--- src/rtl/ahb_pkg.sv ---
// Shared AHB-Lite encodings and the stage-A command record used by the master.
package ahb_pkg;

  localparam logic [1:0] HTRANS_IDLE   = 2'b00;
  localparam logic [1:0] HTRANS_BUSY   = 2'b01;
  localparam logic [1:0] HTRANS_NONSEQ = 2'b10;
  localparam logic [1:0] HTRANS_SEQ    = 2'b11;

  localparam logic [2:0] HSIZE_BYTE = 3'b000;
  localparam logic [2:0] HSIZE_HALF = 3'b001;
  localparam logic [2:0] HSIZE_WORD = 3'b010;

  localparam logic [1:0] HRESP_OKAY  = 2'b00;
  localparam logic [1:0] HRESP_ERROR = 2'b01;

  typedef struct packed {
    logic        write;
    logic [31:0] addr;
    logic [2:0]  size;
    logic [31:0] wdata;
  } a_cmd_t;

endpackage

--- src/rtl/ahb_lite_master.sv ---
// AHB-Lite initiator: valid/ready commands become pipelined single NONSEQ
// transfers, with wait-state stalls and two-cycle ERROR cancel-and-reissue.
module ahb_lite_master
  import ahb_pkg::*;
#(
  parameter int CNT_W = 8
) (
  input  logic             HCLK,
  input  logic             HRESET,
  input  logic             cmd_valid,
  output logic             cmd_ready,
  input  logic             cmd_write,
  input  logic [31:0]      cmd_addr,
  input  logic [2:0]       cmd_size,
  input  logic [31:0]      cmd_wdata,
  output logic             rsp_valid,
  output logic [31:0]      rsp_rdata,
  output logic             rsp_err,
  output logic [CNT_W-1:0] err_count,
  output logic [31:0]      HADDR,
  output logic [1:0]       HTRANS,
  output logic [2:0]       HSIZE,
  output logic             HWRITE,
  output logic [31:0]      HWDATA,
  input  logic [31:0]      HRDATA,
  input  logic             HREADY,
  input  logic [1:0]       HRESP
);

  logic        a_vld;
  a_cmd_t      a_q;
  logic        d_vld;
  logic        d_write;
  logic [31:0] d_wdata;

  logic err, accept, d_done, a_adv;
  logic unused_hresp;

  assign unused_hresp = HRESP[1];

  // ERROR seen in the data phase cancels the pending address phase at once.
  assign err    = d_vld & HRESP[0];
  assign d_done = d_vld & HREADY;
  assign a_adv  = a_vld & HREADY & ~err;

  assign cmd_ready = ~a_vld | (HREADY & ~err);
  assign accept    = cmd_valid & cmd_ready;

  assign HTRANS = (a_vld & ~err) ? HTRANS_NONSEQ : HTRANS_IDLE;
  assign HADDR  = a_q.addr;
  assign HSIZE  = a_q.size;
  assign HWRITE = a_q.write;
  assign HWDATA = d_vld ? d_wdata : 32'h0;

  always_ff @(posedge HCLK or posedge HRESET) begin
    if (HRESET) begin
      a_vld     <= 1'b0;
      a_q       <= '0;
      d_vld     <= 1'b0;
      d_write   <= 1'b0;
      d_wdata   <= '0;
      rsp_valid <= 1'b0;
      rsp_rdata <= '0;
      rsp_err   <= 1'b0;
      err_count <= '0;
    end else begin
      rsp_valid <= d_done;
      rsp_rdata <= (d_done & ~d_write) ? HRDATA : 32'h0;
      rsp_err   <= d_done & HRESP[0];

      if (HREADY) d_vld <= a_adv;
      if (a_adv) begin
        d_write <= a_q.write;
        d_wdata <= a_q.wdata;
      end

      // An empty A may load even during a stall; a full A only empties when it advances.
      if (accept) begin
        a_vld       <= 1'b1;
        a_q.write   <= cmd_write;
        a_q.addr    <= cmd_addr;
        a_q.size    <= cmd_size;
        a_q.wdata   <= cmd_wdata;
      end else if (a_adv) begin
        a_vld <= 1'b0;
      end

      if (d_done & err & (err_count != {CNT_W{1'b1}}))
        err_count <= err_count + 1'b1;
    end
  end

endmodule
--- config.mk ---
export PLATFORM = sky130hd
export DESIGN_NAME = ahb_lite_master
export DESIGN_NICKNAME = d
export VERILOG_FILES = /design/src/rtl/ahb_pkg.sv /design/src/rtl/ahb_lite_master.sv
export SDC_FILE = /design/constraint.sdc
export NUM_CORES = 1
export LEC_CHECK = 0
export BUFFER_PORTS_ARGS = -buffer_cell sky130_fd_sc_hd__buf_2
export CORE_MARGIN = 2
export CORE_UTILIZATION = 44
export DETAILED_ROUTE_END_ITERATION = 10
export PLACE_DENSITY = 0.75
export SLEW_MARGIN = 20
export SYNTH_ARGS = -nofsm -noshare
export SYNTH_HDL_FRONTEND = slang
export SYNTH_SLANG_ARGS = --single-unit
--- constraint.sdc ---
create_clock -name HCLK -period 4.2 [get_ports HCLK]
set_clock_uncertainty 0.15 [all_clocks]
set_input_delay 0.21 -clock HCLK [delete_from_list [all_inputs] [get_ports HCLK]]
set_output_delay 0.21 -clock HCLK [all_outputs]
set_load 0.1 [all_outputs]
==> run_results.csv, run 1 <==
group,metric,value,unit
global_routing,met1_usage,23.2,%
timing,holdWs,337,ps
global_routing,track_usage,19.8,%
timing,hold_viol_final,0,
timing,setup_viol,0,
yosys,ys_seq_area_share,61.4,%
cells_and_area,area_growth,44.0,%
clocking,clk_latency,410,ps
timing,rsz0062_at_grt,"false",
critical_path,arrival,2500,ps
yosys,syn-num-nets,510,
place,dp_hpwl,8.05,mm
clocking,clkTransAtPathRegs,60,ps
detailed_routing,drt_iter0_drc,161,
global_routing,busiest_layer,"met2",
clocking,htree_levels,4,
hold_path,hold_start,"d_wdata[13]",
clocking,cts_buffers,17,
cells_and_area,final_cell_mix,"216 x buf_2, 145 x dfrtp_1, 104 x dlygate4sd3_1, 78 x mux2_2, 66 x and2_1",
yosys,synth.top_cell.area_share,61.4,%
cells_and_area,diodes,0,
timing,slew_viol_final,0,
yosys,ys_seq_elements,145,
place,dp_slack,2020,ps
global_routing,grt_pass1_wl,22.1,mm
detailed_routing,viasPerCell,4.61,
detailed_routing,drcViolationCount,0,
cells_and_area,stdcell_area,0.00851,mm^2
critical_path,critPathCaptureType,"flop",
yosys,yosys_warnings,0,
critical_path,worstSetupStartpoint,"HRESP[0]",
yosys,synth.avg_cell_area,14.7,um^2
floorplan,core_area,0.0132,mm^2
floorplan,pin_count,219,
place,gp_congestion,0.791,
cells_and_area,drive_above_1_share,50.2,%
place,place_area,0.00684,mm^2
critical_path,rr_startpoint,"d_vld",
clocking,clock_sinks,145,
yosys,synth_cell_types,28,
power_and_ir_drop,p_leak,4.28,nW
clocking,root_buffer,"clkbuf_16",
cells_and_area,post-route-util,64.5,%
timing,tightest_slew,1080,ps
global_routing,grt_max_degree,69,
critical_path,critical_path_class,"primary input to flop",
global_routing,grt_pass1_vias,4486,
floorplan,start_util,44.8,%
power_and_ir_drop,p_per_area,659,mW/mm^2
critical_path,crit_buf_inv,2,
global_routing,grt_util_met3,7.51,%
detailed_routing,wl_per_cell,15.6,um
global_routing,antenna_found_initial,0,
yosys,synth_area,0.00591,mm^2
flow_run,drv_cap,0,
critical_path,critical_path_required,4340,ps
timing,fmax,423,MHz
floorplan,die_h,120,um
floorplan,die_width,120,um
power_and_ir_drop,total_power,5.61,mW
global_routing,use_met2,33.2,%
cells_and_area,final-instance-count-excl-fill,883,
yosys,syn_inst,403,
cells_and_area,layout.nets,801,
detailed_routing,antenna_left,0,
detailed_routing,num_vias,4071,
critical_path,cp_slowest_cell,"nand2_4",
timing,max_slew_margin,27.9,%
detailed_routing,wl,13.8,mm
status,status,"complete, no violations",
critical_path,cp-start-kind,"primary input",
floorplan,rows,42,
timing,period_minus_slack,2370,ps
hold_path,min_path_type,"flop to flop",
timing,setup_ws,1830,ps
place,io_buffers,216,
critical_path,cpPeakStageDelay,730,ps
clocking,cts_tree,"built",
critical_path,cp_cell_sequence,"dlygate4sd3_1, buf_2, nand2_2, a21bo_4, nand2_4, mux2_2",
yosys,synth_top_cell_by_area,"dfrtp_1",
cells_and_area,layout_commonest_cell,"buf_2",
floorplan,dieArea,0.0144,mm^2
detailed_routing,dr.pass1.iters,4,
place,placed_cells,747,
timing,fin_crit_sh,56.3,%
yosys,synthTopCellsByArea,"dfrtp_1 61%, mux2_2 15%, and2_1 7.0%",
global_routing,overflow,0,
clocking,clockBufferDepth,2,
clocking,cts-resized-gates,0,
timing,fin_setup_tns,0,ps
critical_path,worstPathMaxFanout,68,
power_and_ir_drop,max-vdd-ir-drop,0.000450,V
critical_path,critical_path.top_delay_family,"simple AND/OR/NAND/NOR gates",
## power breakdown
part / switching, mW / internal (mW)
sequential: 0.154 / 1.68
clock: 0.583 / 1.01
combinational: 1.67 / 0.510
## layout make-up
cell class | instances | area (um^2)
fill | 910 | 4680
timing repair buffer | 324 | 2150
multi-input combinational | 203 | 1870
tap | 176 | 220
clock buffer | 19 | 443
sequential | 145 | 3630
inverter | 3 | 15.0
clock inverter | 13 | 185
## cell families (layout without fill, tap and decap cells)
logic type / Yosys count / in the layout / share of synthesized area (%)
fa+ha+maj: 1 / 1 / 0.212
other cells: 1 / 1 / 0.0634
xor+xnor: 5 / 5 / 0.741
flops: 145 / 145 / 61.4
compound gates: 3 / 3 / 0.445
simple gates: 89 / 89 / 9.06
buf+inv: 55 / 359 / 7.05
mux: 104 / 104 / 21.1
## cell usage after synthesis
master,number
nand2_4,1
ha_1,1
nand2b_1,1
xnor2_1,2
nor2_1,4
conb_1,1
nand4_1,2
a21bo_4,1
clkbuf_1,6
mux2_1,5
nand3_1,1
nor2b_1,1
nor3_1,3
buf_12,3
buf_4,43
and2_1,66
mux2_4,20
or2_2,1
nand2_2,2
o21ai_0,2
nor3b_1,1
dfrtp_1,145
xor2_1,3
inv_1,3
mux2_2,78
nand2_1,5
and3_1,1
mux2i_1,1
## registers in the layout (all words and copies together), names as in the netlist, 3 cells and up
name       flops
HSIZE          3
err_count      8
a_q           32
d_wdata       32
rsp_rdata     32
HADDR         32
## worst paths after layout
kind / slack [ps] / to / depth (start not counted)
setup / recovery: 1830 / HADDR[20] / 6
hold / removal: 340 / d_wdata[13] / 1
setup reg to reg: 1950 / HADDR[20] / 4
hold reg to reg: 340 / d_wdata[13] / 1
max in group asynchronous: 2280 / HADDR[26] / 4
min in group asynchronous: 370 / HADDR[31] / 3
## repair_timing
item	in CTS	in global routing
hold endpoints to repair	141	0
setup buffers	0	0
hold buffers	104	0
## layer usage
metal	vias up	wire length, um
met5	-	0
met4	0	231
met3	20	961
met2	151	6970
met1	2017	5620
li1	1883	-
Power figures use the tool's default switching activity.
==> inputs of run 2 (changes only) <==
==> constraint.sdc (replaced) <==
create_clock -name HCLK -period 2 [get_ports HCLK]
set_clock_uncertainty 0.15 [all_clocks]
set_input_delay 0.1 -clock HCLK [delete_from_list [all_inputs] [get_ports HCLK]]
set_output_delay 0.1 -clock HCLK [all_outputs]
set_load 0.1 [all_outputs]
==> run 2 against run 1 <==
  * Global-route usage is 0.37 points higher
  * Critical path depth is 3 lower
  * Non-clock buffer count is 7 higher
  * Clock power is 100% higher
  * Sequential share of layout area is 2.7 points lower
  * Critical endpoint is now HTRANS[1]
  * Highest routed layer unchanged
==> run_results.csv, run 2 (same netlist as run 1, synthesis figures left out) <==
group,metric,value,unit
critical_path,critical_path_required,1750,ps
detailed_routing,drcViolationCount,0,
clocking,clock_sinks,145,
detailed_routing,num_vias,4095,
global_routing,track_usage,20.1,%
clocking,clkTransAtPathRegs,60,ps
floorplan,start_util,44.8,%
clocking,cts-resized-gates,0,
cells_and_area,final_cell_mix,"184 x buf_2, 137 x dfrtp_1, 105 x dlygate4sd3_1, 78 x mux2_2, 65 x and2_1",
power_and_ir_drop,total_power,12.2,mW
place,dp_hpwl,8.31,mm
cells_and_area,diodes,0,
cells_and_area,area_growth,54.2,%
cells_and_area,final-instance-count-excl-fill,890,
detailed_routing,antenna_left,0,
clocking,ctsHoldBuffers,105,
floorplan,dieArea,0.0144,mm^2
clocking,root_buffer,"clkbuf_16",
timing,fin_setup_tns,0,ps
global_routing,grt_max_degree,81,
cells_and_area,n_fill_cell,849,
clocking,cts_buffers,17,
floorplan,rows,42,
critical_path,critical_path_class,"flop to output pin",
floorplan,die_width,120,um
detailed_routing,viasPerCell,4.60,
timing,setup_ws,262,ps
cells_and_area,drive_above_1_share,51.8,%
cells_and_area,stdcell_area,0.00912,mm^2
critical_path,arrival,1490,ps
power_and_ir_drop,p_sw,5.11,mW
detailed_routing,wl,13.5,mm
critical_path,critPathCaptureType,"output pin",
global_routing,grt_pass1_wl,22.6,mm
place,gp_congestion,0.807,
global_routing,grt_pass1_vias,4524,
cells_and_area,layout.nets,808,
power_and_ir_drop,max-vdd-ir-drop,0.000769,V
place,io_buffers,216,
place,placed_cells,753,
place,dp_slack,289,ps
global_routing,overflow,0,
floorplan,pin_count,219,
flow_run,drv_cap,0,
cells_and_area,post-route-util,69.1,%
hold_path,min_path_type,"primary input to asynchronous set/reset pin",
clocking,clockBufferDepth,2,
power_and_ir_drop,combPwrFrac,42.1,%
timing,slew_viol_final,0,
timing,setup_viol,0,
floorplan,die_h,120,um
status,status,"complete, no violations",
detailed_routing,top_layer,"met4",
detailed_routing,dr_wl_met3,857,um
power_and_ir_drop,p_leak,4.45,nW
detailed_routing,wl_per_cell,15.2,um
place,place_area,0.00745,mm^2
global_routing,antenna_found_initial,0,
timing,hold_viol_final,0,
timing,fmax,575,MHz
power_and_ir_drop,intPower,7.13,mW
timing,rsz0062_at_grt,"false",
critical_path,cp-start-kind,"flop",
detailed_routing,dr_wl_met2,6.95,mm
clocking,cts_setup_buffers,0,
detailed_routing,dr.pass1.iters,4,
detailed_routing,drt-met1-wl,5.52,mm
floorplan,core_area,0.0132,mm^2
clocking,cts_tree,"built",
timing,holdWs,223,ps
clocking,htree_levels,4,
power_and_ir_drop,p_per_area,1340,mW/mm^2
power_and_ir_drop,p_seq_share,31.5,%
timing,period_minus_slack,1740,ps
cells_and_area,layout_commonest_cell,"buf_2",
clocking,clk_latency,410,ps
detailed_routing,drt_iter0_drc,214,
power_and_ir_drop,power.share.clock,26.4,%
critical_path,worstPathMaxFanout,3,
timing,fin_crit_sh,86.9,%
power_and_ir_drop,switching_share,41.7,%
[run 2: cell types whose count changed in the layout (fill, tap and decap cells not counted), moves of 8 or more]
cell	before	now
buf_12	0	38
buf_2	216	184
dfrtp_1	145	137
dfrtp_2	0	8
[run 2: final timing paths]
kind,start,slack [ps],end,cells past startpoint
max in group asynchronous,HRESET,1100,err_count[0],4
worst max register to register,d_vld,300,HADDR[4],5
worst min register to register,d_wdata[9],340,d_wdata[9],1
min in group HCLK,HRDATA[11],290,rsp_rdata[11],3
worst min-delay path,HRESET,220,HADDR[7],4
worst max-delay path,d_vld,260,HTRANS[1],3
[run 2: layout make-up]
class	count	area, um^2	share of cell area [%]
Sequential cell	145	3640	39.9
Timing Repair Buffer	331	2760	30.3
Multi-Input combinational cell	203	1870	20.5
Clock buffer	20	457	5.01
Tap cell	176	220	2.42
Clock inverter	12	155	1.70
Inverter	3	15.0	0.165
[run 2: metal layers]
metal  vias up  GRT usage (%)
met5         -              0
li1       1894              -
met3        20           7.22
met1      2037           24.2
met2       144           33.7
met4         0           6.62
[run 2: power groups by stage]
stage          Clock, mW  Combinational [mW]  Sequential, mW
3_5_place_dp           0                5.01            3.90
2_1_floorplan          0                3.31            4.50
4_1_cts             3.31                5.17            3.86
3_3_place_gp           0                4.95            3.85
5_1_grt             3.43                5.34            3.94
6_report            3.23                5.16            3.86
[run 2: worst max-delay path: stages (launching register included)]
cell	delay, ps
dfrtp_1	400
nand2_2	90
and2_2	170
buf_2	430
